### config.mk
export PLATFORM = sky130hd
export DESIGN_NAME = ssd_capture_flat
export DESIGN_NICKNAME = d
export VERILOG_FILES = /design/src/rtl/ssd_capture_if.sv /design/src/rtl/ssd_capture.sv /design/src/flat_wrapper.sv
export SDC_FILE = /design/constraint.sdc
export NUM_CORES = 1
export LEC_CHECK = 0
export CAP_MARGIN = 5
export CORE_MARGIN = 2
export CORE_UTILIZATION = 37
export DETAILED_ROUTE_END_ITERATION = 12
export PLACE_DENSITY = 0.67
export SLEW_MARGIN = 20
export SYNTH_ARGS = -nofsm -noshare
export SYNTH_HDL_FRONTEND = slang
export SYNTH_SLANG_ARGS = --single-unit
### constraint.sdc
create_clock -name clk -period 9.15 [get_ports clk]
set_input_delay 1.83 -clock clk [delete_from_list [all_inputs] [get_ports clk]]
set_output_delay 1.83 -clock clk [all_outputs]
set_load 0.03 [all_outputs]
### src/rtl/ssd_capture_if.sv
// ssd_capture_if: bundles the display scan lines and the capture results.
//   a_to_g      : segment lines, active low (bit 6 = a, bit 0 = g)
//   an          : anode lines, active low (bit i selects digit i)
//   dp          : decimal point, active low
//   numStorage  : reassembled 8-digit BCD value (digit i at [4i+3:4i])
//   dp_out      : per-digit decimal point state, 1 = lit
//   frame_valid : one-cycle pulse when numStorage/dp_out update
//   seg_err     : one-cycle pulse when an illegal pattern is committed
// master = display side (drives scan lines), slave = the capture block.
interface ssd_capture_if;
  logic [6:0]  a_to_g;
  logic [7:0]  an;
  logic        dp;
  logic [31:0] numStorage;
  logic [7:0]  dp_out;
  logic        frame_valid;
  logic        seg_err;

  modport master (
    output a_to_g, an, dp,
    input  numStorage, dp_out, frame_valid, seg_err
  );

  modport slave (
    input  a_to_g, an, dp,
    output numStorage, dp_out, frame_valid, seg_err
  );
endinterface

### src/rtl/ssd_capture.sv
// ssd_capture: seven-segment scan receiver. Samples the multiplexed
// segment/anode lines, commits each digit after it has dwelt stably for
// STABLE_CYCLES samples, decodes the segment pattern back to BCD and
// publishes a full 8-digit frame once every digit has been captured.
// Ports:
//   clk : system clock (same clock as the display driver)
//   rst : synchronous active-high reset
//   bus : ssd_capture_if.slave (scan lines in, frame results out)
module ssd_capture #(
  parameter int unsigned STABLE_CYCLES = 16
) (
  input  logic          clk,
  input  logic          rst,
  ssd_capture_if.slave  bus
);

  localparam logic [15:0] CNT_MAX = 16'(STABLE_CYCLES);

  // Returns {illegal, nibble}. Blank segments decode to F without error.
  function automatic logic [4:0] decode_seg(input logic [6:0] seg);
    logic [4:0] r;
    case (seg)
      7'b0000001: r = 5'h00;
      7'b1001111: r = 5'h01;
      7'b0010010: r = 5'h02;
      7'b0000110: r = 5'h03;
      7'b1001100: r = 5'h04;
      7'b0100100: r = 5'h05;
      7'b0100000: r = 5'h06;
      7'b0001111: r = 5'h07;
      7'b0000000: r = 5'h08;
      7'b0000100: r = 5'h09;
      7'b1111111: r = 5'h0F;
      default:    r = 5'h1E;
    endcase
    return r;
  endfunction

  // Position of the (single) low anode bit.
  function automatic logic [2:0] low_index(input logic [7:0] an);
    logic [2:0] idx;
    idx = 3'd0;
    for (int i = 0; i < 8; i++) begin
      if (!an[i]) idx = 3'(i);
    end
    return idx;
  endfunction

  logic [6:0]  seg_p0;
  logic [7:0]  an_p0;
  logic        dp_p0;
  logic [15:0] cnt;
  logic        commit_p1;

  logic [31:0] digits;
  logic [7:0]  dps;
  logic [7:0]  mask;
  logic [31:0] num_q;
  logic [7:0]  dp_out_q;
  logic        frame_valid_q;
  logic        seg_err_q;

  logic        match;
  logic        an_blank;
  logic        an_single;
  logic        capture;
  logic [4:0]  dec;
  logic [2:0]  idx;
  logic [7:0]  cap_mask;

  assign match = (bus.a_to_g == seg_p0) && (bus.an == an_p0) && (bus.dp == dp_p0);

  // ---- stage p0: input sample and stability counter ----
  always_ff @(posedge clk) begin
    seg_p0 <= bus.a_to_g;
    an_p0  <= bus.an;
    dp_p0  <= bus.dp;
  end

  // commit_p1 fires once, on the sample that brings cnt to CNT_MAX; the
  // saturated counter cannot produce a second pulse for the same dwell.
  always_ff @(posedge clk) begin
    if (rst) begin
      cnt       <= 16'd0;
      commit_p1 <= 1'b0;
    end else if (match) begin
      if (cnt != CNT_MAX) cnt <= cnt + 16'd1;
      commit_p1 <= (cnt == CNT_MAX - 16'd1);
    end else begin
      cnt       <= 16'd1;
      commit_p1 <= 1'b0;
    end
  end

  // ---- stage p1: decode committed sample, capture, assemble frame ----
  assign an_blank  = (an_p0 == 8'hFF);
  assign an_single = $onehot(~an_p0);
  assign capture   = commit_p1 && an_single;
  assign dec       = decode_seg(seg_p0);
  assign idx       = low_index(an_p0);
  assign cap_mask  = capture ? ~an_p0 : 8'h00;

  always_ff @(posedge clk) begin
    if (rst) begin
      digits        <= 32'h0;
      dps           <= 8'h00;
      mask          <= 8'h00;
      num_q         <= 32'h0;
      dp_out_q      <= 8'h00;
      frame_valid_q <= 1'b0;
      seg_err_q     <= 1'b0;
    end else begin
      seg_err_q <= commit_p1 && !an_blank && (!an_single || dec[4]);
      if (capture) begin
        digits[{idx, 2'b00} +: 4] <= dec[3:0];
        dps[idx]                  <= ~dp_p0;
      end
      frame_valid_q <= (mask == 8'hFF);
      // A capture landing on the publish cycle starts the next frame.
      if (mask == 8'hFF) begin
        num_q    <= digits;
        dp_out_q <= dps;
        mask     <= cap_mask;
      end else begin
        mask <= mask | cap_mask;
      end
    end
  end

  assign bus.numStorage  = num_q;
  assign bus.dp_out      = dp_out_q;
  assign bus.frame_valid = frame_valid_q;
  assign bus.seg_err     = seg_err_q;

endmodule

### src/flat_wrapper.sv
// flat-port wrapper written by rule: the top's interface ports become plain ports
module ssd_capture_flat 
#(
  parameter int unsigned STABLE_CYCLES = 16
)
  (clk, rst, bus_a_to_g, bus_an, bus_dp, bus_numStorage, bus_dp_out, bus_frame_valid, bus_seg_err);
  ssd_capture_if bus_i ();
  input  logic clk;
  input  logic rst;
  input wire logic [$bits(bus_i.a_to_g)-1:0] bus_a_to_g;
  input wire logic [$bits(bus_i.an)-1:0] bus_an;
  input wire logic [$bits(bus_i.dp)-1:0] bus_dp;
  output wire logic [$bits(bus_i.numStorage)-1:0] bus_numStorage;
  output wire logic [$bits(bus_i.dp_out)-1:0] bus_dp_out;
  output wire logic [$bits(bus_i.frame_valid)-1:0] bus_frame_valid;
  output wire logic [$bits(bus_i.seg_err)-1:0] bus_seg_err;
  assign bus_i.a_to_g = bus_a_to_g;
  assign bus_i.an = bus_an;
  assign bus_i.dp = bus_dp;
  assign bus_numStorage = bus_i.numStorage;
  assign bus_dp_out = bus_i.dp_out;
  assign bus_frame_valid = bus_i.frame_valid;
  assign bus_seg_err = bus_i.seg_err;
  ssd_capture #(.STABLE_CYCLES(STABLE_CYCLES)) u_core (.clk(clk), .rst(rst), .bus(bus_i));
endmodule
==> results_dict.tcl, run 1 <==
set metrics [dict create \
    relSlewSlack_pct 37.0 \
    ctsRootBufferMaster "clkbuf_16" \
    cts_hold_buf 0 \
    ir_drop_mv 0.125 \
    drv_slew 0 \
    htreeDepth 4 \
    ys_types 58 \
    rsz0062_at_grt "false" \
    critPathMaxStageDelay_ns 0.53 \
    place_congestion 0.800 \
    yosysWarnings 0 \
    rows 43 \
    fmax_ghz 0.233 \
    vias 4197 \
    cts_buffers 17 \
    setup_viol 0 \
    synth-edff-count 0 \
    worst-endpoint-required_ns 9.46 \
    first_global_vias 4095 \
    hold_ws_ns 0.452 \
    power.density_mw_per_mm2 195 \
    p_total_w 0.00129 \
    crit_type "reg -> reg" \
    dieArea_sq_mm 0.0153 \
    critical_path.cell_chain "inv_1, ha_1, fa_1, inv_1, fa_1, inv_1, ha_1, fa_1, nor4b_4, and2_1, and4_1, a21oi_1, a211oi_1" \
    ys.flop_type "dfxtp_1" \
    overflow 0 \
    final_common_cell "dfxtp_1" \
    numClockSinks 123 \
    drt-total-wl_um 11500 \
    drive_gt1_share_pct 8.13 \
    die_w_um 124 \
    slowest_stage "fa_1" \
    avgViaCountPerCell 5.04 \
    finalCriticalPeriod_ns 4.29 \
    coreArea_sq_mm 0.0139 \
    ys_async_sr_fraction_pct 0 \
    ios 60 \
    initial_core_util_pct 38.0 \
    maxCapViolCount 0 \
    setup_tns_ns 0 \
    post_cts_resized 0 \
    layout_common_cells "123 x dfxtp_1, 93 x nand2_1, 58 x clkdlybuf4s50_1" \
    hold_class "reg -> reg" \
    antenna_found_initial 0 \
    tightest_slew_ns 0.944 \
    syn2layout_area_growth_pct 24.3 \
    clk_latency_ns 0.42 \
    wire_per_inst_um 13.8 \
    grt_max_degree 68 \
    grt_pass1_wl_um 19500 \
    fin_nets 676 \
    status "completed" \
    synth.avg_cell_area_sq_um 8.99 \
    post-route-util_pct 47.2 \
    antenna_cells 0 \
    placedCellCount 800 \
    fin_skew_ns 0.0170 \
    worst_setup_path_end_kind "flop" \
    ant_nets 0 \
    stdcell_count 832 \
    die_h_um 124 \
    synth_seq_cells 123 \
    drt_iter0_drc 253 \
    clock_path_buffers 2 \
    cp.arrival_ns 4.61 \
    drt_pass1_iterations 7 \
    cts_tree "done" \
    power_leakage_nw 2.27 \
    cts_setup_buffers 0 \
    clkTransAtPathRegs_ns 0.05 \
    worstSetupStartpointType "flop" \
    track_usage_pct 16.5 \
    port_buffers 59 \
    drcViolationCount 0 \
    dp_hpwl_um 8120 \
    ys_seq_area_share_pct 46.5 \
    min_period_over_period_pct 46.9 \
    syn_nets 626 \
    crit_fanout 11 \
    hold_viol 0 \
    synth_area_sq_mm 0.00529 \
    synth_cells 589 \
]
report_power, final:
part | internal (W) | total [W] | switching [W]
Combinational | 0.0000295 | 0.0000717 | 0.0000422
Clock | 0.000436 | 0.000667 | 0.000231
Sequential | 0.000540 | 0.000548 | 0.00000801
metrics by stage:
| step | setup WS, ns | cell area (sq um) |
|---|---|---|
| finish | 4.86 | 6580 |
| global route | 4.55 | 6580 |
| CTS | 4.91 | 6580 |
| detailed placement | 4.91 | 5990 |
| global placement | 5.04 | 5990 |
| floorplan | 5.28 | 5290 |
worst paths after layout:
check | from | to | slack, ns | cells past startpoint
setup / recovery | u_core.an_p0[6] | u_core.digits[17] | 4.86 | 13
hold / removal | u_core.bus.numStorage[24] | u_core.bus.numStorage[24] | 0.45 | 2
setup reg to reg | u_core.an_p0[6] | u_core.digits[17] | 4.86 | 13
hold reg to reg | u_core.bus.numStorage[24] | u_core.bus.numStorage[24] | 0.45 | 2
logic make-up after synthesis:
kind of cell | Yosys count | share of synthesized area [%]
buffers and inverters | 59 | 4.63
adder cells (fa/ha/maj) | 19 | 5.06
flip-flops | 123 | 46.5
AND/OR/NAND/NOR | 227 | 21.6
AO/OA/AOI/OAI | 121 | 15.3
XOR/XNOR | 31 | 5.13
multiplexers | 9 | 1.70
worst max-delay path, delay by kind of cell, from the launching register on:
kind	cells	cell delay (ns)
fa+ha+maj	5	1.98
buf+inv	3	0.24
flops	1	0.51
compound gates	2	0.34
simple gates	3	1.12
Yosys cell counts (5+ instances only):
library cell,number,area (sq um)
xor2_1,23,201
a211oi_1,9,67.6
a31oi_1,5,31.3
ha_1,15,188
a22oi_1,9,67.6
nand3b_1,6,45.0
nand2_1,93,349
nor2_1,56,210
clkbuf_1,20,75.1
a21oi_1,57,285
inv_1,29,109
nand3_1,10,50.1
nor3_1,9,45.0
a311oi_1,7,61.3
dfxtp_1,123,2460
nor4_1,8,50.1
buf_2,7,35.0
mux2i_1,9,90.1
o32ai_1,6,52.6
xnor2_1,8,70.1
nand4_1,10,62.6
metal layers:
layer | track usage, % | wire length [um] | up-vias
met5 | 0 | 0 | -
met4 | 7.24 | 115 | 0
met3 | 4.44 | 404 | 11
met2 | 27.4 | 5830 | 77
met1 | 20.0 | 5110 | 1967
li1 | - | - | 2142
state kept, by name, indices dropped and copies added, names as in the netlist:
| name | count |
|---|---|
| u_core.bus.numStorage | 32 |
| u_core.digits | 32 |
| u_core.cnt | 16 |
| u_core.an_p0 | 8 |
| u_core.bus.dp_out | 8 |
| u_core.dps | 8 |
| u_core.mask | 8 |
| u_core.seg_p0 | 7 |
| u_core.bus.frame_valid | 1 |
| u_core.bus.seg_err | 1 |
| u_core.commit_p1 | 1 |
| u_core.dp_p0 | 1 |
area by class of cell:
type | count | area, sq um
Fill cell | 1309 | 7350
Tap cell | 180 | 225
Sequential cell | 123 | 2460
Inverter | 29 | 109
Clock inverter | 10 | 141
Multi-Input combinational cell | 407 | 2590
Timing Repair Buffer | 61 | 601
Clock buffer | 22 | 454
No activity file was read; power rests on OpenSTA's default activity.
==> run 2, diff against run 1 <==
Settings changed: PLACE_DENSITY 0.67 to 0.7.
Clock period 9.15 ns to 3.5 ns, I/O delays scaled along.
==> results_dict.tcl, run 2 (synthesis results as in run 1) <==
set metrics [dict create \
    antenna_cells 0 \
    rows 43 \
    numClockSinks 123 \
    drt_iter0_drc 197 \
    ios 60 \
    clkTransAtPathRegs_ns 0.06 \
    port_buffers 59 \
    overflow 0 \
    min_period_over_period_pct 104 \
    clk_latency_ns 0.42 \
    fin_skew_ns 0.00795 \
    place_ws_ns -0.225 \
    coreArea_sq_mm 0.0139 \
    status "complete, but fails checks" \
    avgViaCountPerCell 5.11 \
    rsz0062_at_grt "true" \
    dieArea_sq_mm 0.0153 \
    dpl_cell_area_sq_mm 0.00623 \
    track_usage_pct 17.4 \
    maxCapViolCount 0 \
    finalCriticalPeriod_ns 3.63 \
    power_leakage_nw 2.47 \
    layout_common_cells "117 x dfxtp_1, 91 x nand2_1, 58 x clkdlybuf4s50_1" \
    drive_gt1_share_pct 18.5 \
    worst_setup_path_end_kind "flop" \
    stdcell_count 867 \
    crit_fanout 6 \
    die_w_um 124 \
    hold_viol 0 \
    grt_pass1_wl_um 20600 \
    initial_core_util_pct 38.0 \
    crit_type "reg -> reg" \
    tightest_slew_ns 0.910 \
    fmax_ghz 0.276 \
    ir_drop_mv 0.313 \
    cp.arrival_ns 3.93 \
    grt_max_degree 50 \
    setup_viol 33 \
    ctsRootBufferMaster "clkbuf_16" \
    die_h_um 124 \
    hold_class "reg -> reg" \
    worst-endpoint-required_ns 3.80 \
    hold_ws_ns 0.454 \
    ant_nets 0 \
    cts_tree "done" \
    antenna_found_initial 0 \
    drcViolationCount 0 \
    cts_buffers 17 \
    dp_hpwl_um 8650 \
    drt-total-wl_um 12500 \
    drt_pass1_iterations 5 \
    p_total_w 0.00343 \
    relSlewSlack_pct 39.3 \
    htreeDepth 4 \
    wire_per_inst_um 14.4 \
    fin_nets 711 \
    worstSetupStartpointType "flop" \
    vias 4433 \
    final_common_cell "dfxtp_1" \
    syn2layout_area_growth_pct 32.7 \
    power.density_mw_per_mm2 488 \
    drv_slew 0 \
    place_congestion 0.866 \
    violations "negative setup slack" \
    first_global_vias 4301 \
    clock_path_buffers 2 \
    fin_ws_ns -0.129 \
    cts_hold_buf 0 \
    design_area_sq_mm 0.00703 \
    placedCellCount 822 \
]
## run 2: changes by cell type in the layout (fill, tap and decap cells not counted), moves of 4 or more
cell	delta
nor2_1	-5
nor2_2	+5
ha_1	-4
dfxtp_1	-6
inv_1	-5
buf_4	+33
## run 2: layer usage
metal | GRT usage [%] | vias to the layer above | share of wire, %
met5 | 0 | - | 0
li1 | - | 2219 | -
met1 | 20.8 | 2083 | 44
met3 | 4.30 | 21 | 4.6
met2 | 29.7 | 110 | 50
met4 | 7.46 | 0 | 1.7
## run 2: report_power, final
group          internal [W]  leakage [nW]  switching, W
Combinational      0.000103          1.18      0.000131
Sequential          0.00141         0.998     0.0000166
Clock               0.00112         0.287      0.000644
Total               0.00263          2.47      0.000792
## run 2: worst paths after layout
path	start	end	slack, ns	cells after the start
setup reg to reg	u_core.an_p0[5]	u_core.digits[7]	-0.13	14
hold reg to reg	u_core.bus.dp_out[0]	u_core.bus.dp_out[0]	0.45	2
hold / removal	u_core.bus.dp_out[0]	u_core.bus.dp_out[0]	0.45	2
setup / recovery	u_core.an_p0[5]	u_core.digits[7]	-0.13	14
## run 2: per-stage QoR
step | TNS, ns | utilization (%)
2_1_floorplan | -1.17 | -
3_3_place_gp | -3.53 | 44.7
3_5_place_dp | -6.41 | 44.7
4_1_cts | -1.94 | 49.9
5_1_grt | -9.30 | 50.4
6_report | -2.17 | 50.4
## run 2: worst max-delay path, cell delays in order (launching register included)
cell and delay [ns]:
dfxtp_4 0.35, inv_4 0.04, ha_4 0.15, fa_1 0.53, inv_1 0.05, fa_1 0.47, inv_1 0.04, ha_2 0.17
fa_1 0.49, nor4b_4 0.33, nand2_4 0.15, buf_12 0.16, a211oi_4 0.26, mux2i_1 0.22, o21ai_1 0.09
## run 2: final cells by class
type / count / area [sq um]
fillers: 1237 / 6910
multi-input cells: 407 / 2730
flip-flops and latches: 123 / 2480
repair buffers: 96 / 880
clock buffers: 18 / 429
well taps: 180 / 225
clock inverters: 14 / 169
inverters: 29 / 114
## run 2: timing repair
action	4_1_cts	5_1_grt
resized for setup	10	12
pin swaps	13	13
setup endpoints to repair	40	48
setup buffers	9	4
==> run 3, diff against run 2 <==
Settings changed: DONT_BUFFER_PORTS from default to 1, PLACE_DENSITY 0.7 to 0.64, SETUP_SLACK_MARGIN from default to 0.05.
==> results_dict.tcl, run 3 (synthesis results as in run 1) <==
set metrics [dict create \
    ir_drop_mv 0.381 \
    cp.arrival_ns 3.86 \
    violations "negative setup slack" \
    power.density_mw_per_mm2 512 \
    die_h_um 124 \
    die_w_um 124 \
    crit_fanout 5 \
    worst_setup_path_end_kind "flop" \
    avgViaCountPerCell 5.14 \
    wire_per_inst_um 15.3 \
    htreeDepth 4 \
    grt_max_degree 95 \
    track_usage_pct 16.9 \
    vias 4129 \
    cts_tree "done" \
    drt_pass1_iterations 4 \
    critPathMaxStageDelay_ns 0.53 \
    min_period_over_period_pct 102 \
    post-route-util_pct 46.1 \
    place_ws_ns -0.198 \
    crit_type "reg -> reg" \
    power_leakage_nw 2.22 \
    clock_path_buffers 2 \
    cts_buffers 17 \
    p_total_w 0.00329 \
    rr_endpoint "u_core.digits[23]" \
    antenna_found_initial 0 \
    port_buffers 0 \
    ant_nets 0 \
    drv_slew 0 \
    dp_hpwl_um 8420 \
    rows 43 \
    layout_common_cells "117 x dfxtp_1, 91 x nand2_1, 53 x a21oi_1" \
    r2r-start "u_core.an_p0[7]" \
    worst-endpoint-required_ns 3.79 \
    finalCriticalPeriod_ns 3.56 \
    ctsRootBufferMaster "clkbuf_16" \
    antenna_cells 0 \
    hold_path_end "u_core.seg_p0[4]" \
    numClockSinks 123 \
    initial_core_util_pct 38.0 \
    maxCapViolCount 0 \
    clk_latency_ns 0.42 \
    syn2layout_area_growth_pct 21.4 \
    hold_viol 0 \
    hp-start "bus_a_to_g[4]" \
    fin_skew_ns 0.00737 \
    drt_iter0_drc 251 \
    clkTransAtPathRegs_ns 0.06 \
    r2r_slack_ns -0.06 \
    fin_nets 647 \
    critical_path.startpoint "u_core.an_p0[7]" \
    overflow 0 \
    critical_path.cell_chain "inv_4, ha_4, fa_1, inv_1, fa_1, inv_1, ha_2, fa_1, nor4b_4, buf_4, nand2_8, a211oi_4, mux2i_1, o21ai_1" \
    relSlewSlack_pct 27.0 \
    tightest_slew_ns 1.10 \
    grt_pass1_wl_um 19800 \
    place_congestion 0.821 \
    setup_viol 17 \
    hold_class "in -> reg" \
    first_global_vias 4036 \
    coreArea_sq_mm 0.0139 \
    drive_gt1_share_pct 20.7 \
    worstRegToRegCells 14 \
    fin_ws_ns -0.0608 \
    cts_hold_buf 0 \
    dieArea_sq_mm 0.0153 \
    rsz0062_at_grt "true" \
    drt-total-wl_um 12300 \
    path_common_cell "fa_1" \
    status "complete, but fails checks" \
    final_common_cell "dfxtp_1" \
    drcViolationCount 0 \
    fmax_ghz 0.281 \
    whs_path_depth 0 \
    hold_ws_ns 0.305 \
    ios 60 \
    worstSetupStartpointType "flop" \
    slowest_stage "fa_1" \
]
-- run 3: power by group --
group | switching, W | leakage, nW | internal (W)
sequential | 0.0000168 | 0.998 | 0.00141
combinational | 0.000122 | 0.945 | 0.000103
clock | 0.000648 | 0.273 | 0.000993
total | 0.000788 | 2.22 | 0.00251
-- run 3: worst max path at each step --
stage / end / slack [ns] / cells past startpoint
4_1_cts: u_core.digits[13] / -0.04 / 14
3_5_place_dp: u_core.digits[23] / -0.20 / 13
2_1_floorplan: u_core.digits[11] / -0.10 / 14
6_report: u_core.digits[23] / -0.06 / 14
5_1_grt: u_core.digits[23] / -0.21 / 14
3_3_place_gp: u_core.digits[0] / -0.14 / 14
-- run 3: critical path: cells and delay by family, from the launching register on --
kind                     cells  cell delay [ns]
AND/OR/NAND/NOR              2             0.33
multiplexers                 1             0.23
buffers and inverters        4             0.32
AO/OA/AOI/OAI                2             0.42
adder cells (fa/ha/maj)      5             1.79
flip-flops                   1             0.35
-- run 3: layout make-up --
cell class	instances	area [sq um]
Clock buffer	18	439
Clock inverter	14	119
Fill cell	1298	7510
Inverter	29	116
Multi-Input combinational cell	408	2800
Sequential cell	123	2480
Tap cell	180	225
Timing Repair Buffer	31	255
-- run 3: routing by layer --
layer	global-route usage (%)	part of all wire [%]	up-vias
met5	0	0	-
met3	6.14	5.8	22
met4	7.81	1.9	0
li1	-	-	2082
met2	28.1	50	92
met1	19.5	42	1933
-- run 3: stage by stage --
| step | setup TNS [ns] | instance area (sq um) | instances |
|---|---|---|---|
| 3_5_place_dp | -5.00 | 5630 | 761 |
| 2_1_floorplan | -1.27 | 5380 | 589 |
| 6_report | -0.322 | 6430 | 803 |
| 4_1_cts | -0.353 | 6320 | 800 |
| 5_1_grt | -5.32 | 6430 | 803 |
| 3_3_place_gp | -3.32 | 5630 | 761 |
-- run 3: what timing repair did --
item,in CTS,in global routing
endpoints found under the setup margin,42,48
gates resized for setup,17,21
setup buffers,6,4
cloned,1,0
pin swaps,18,15
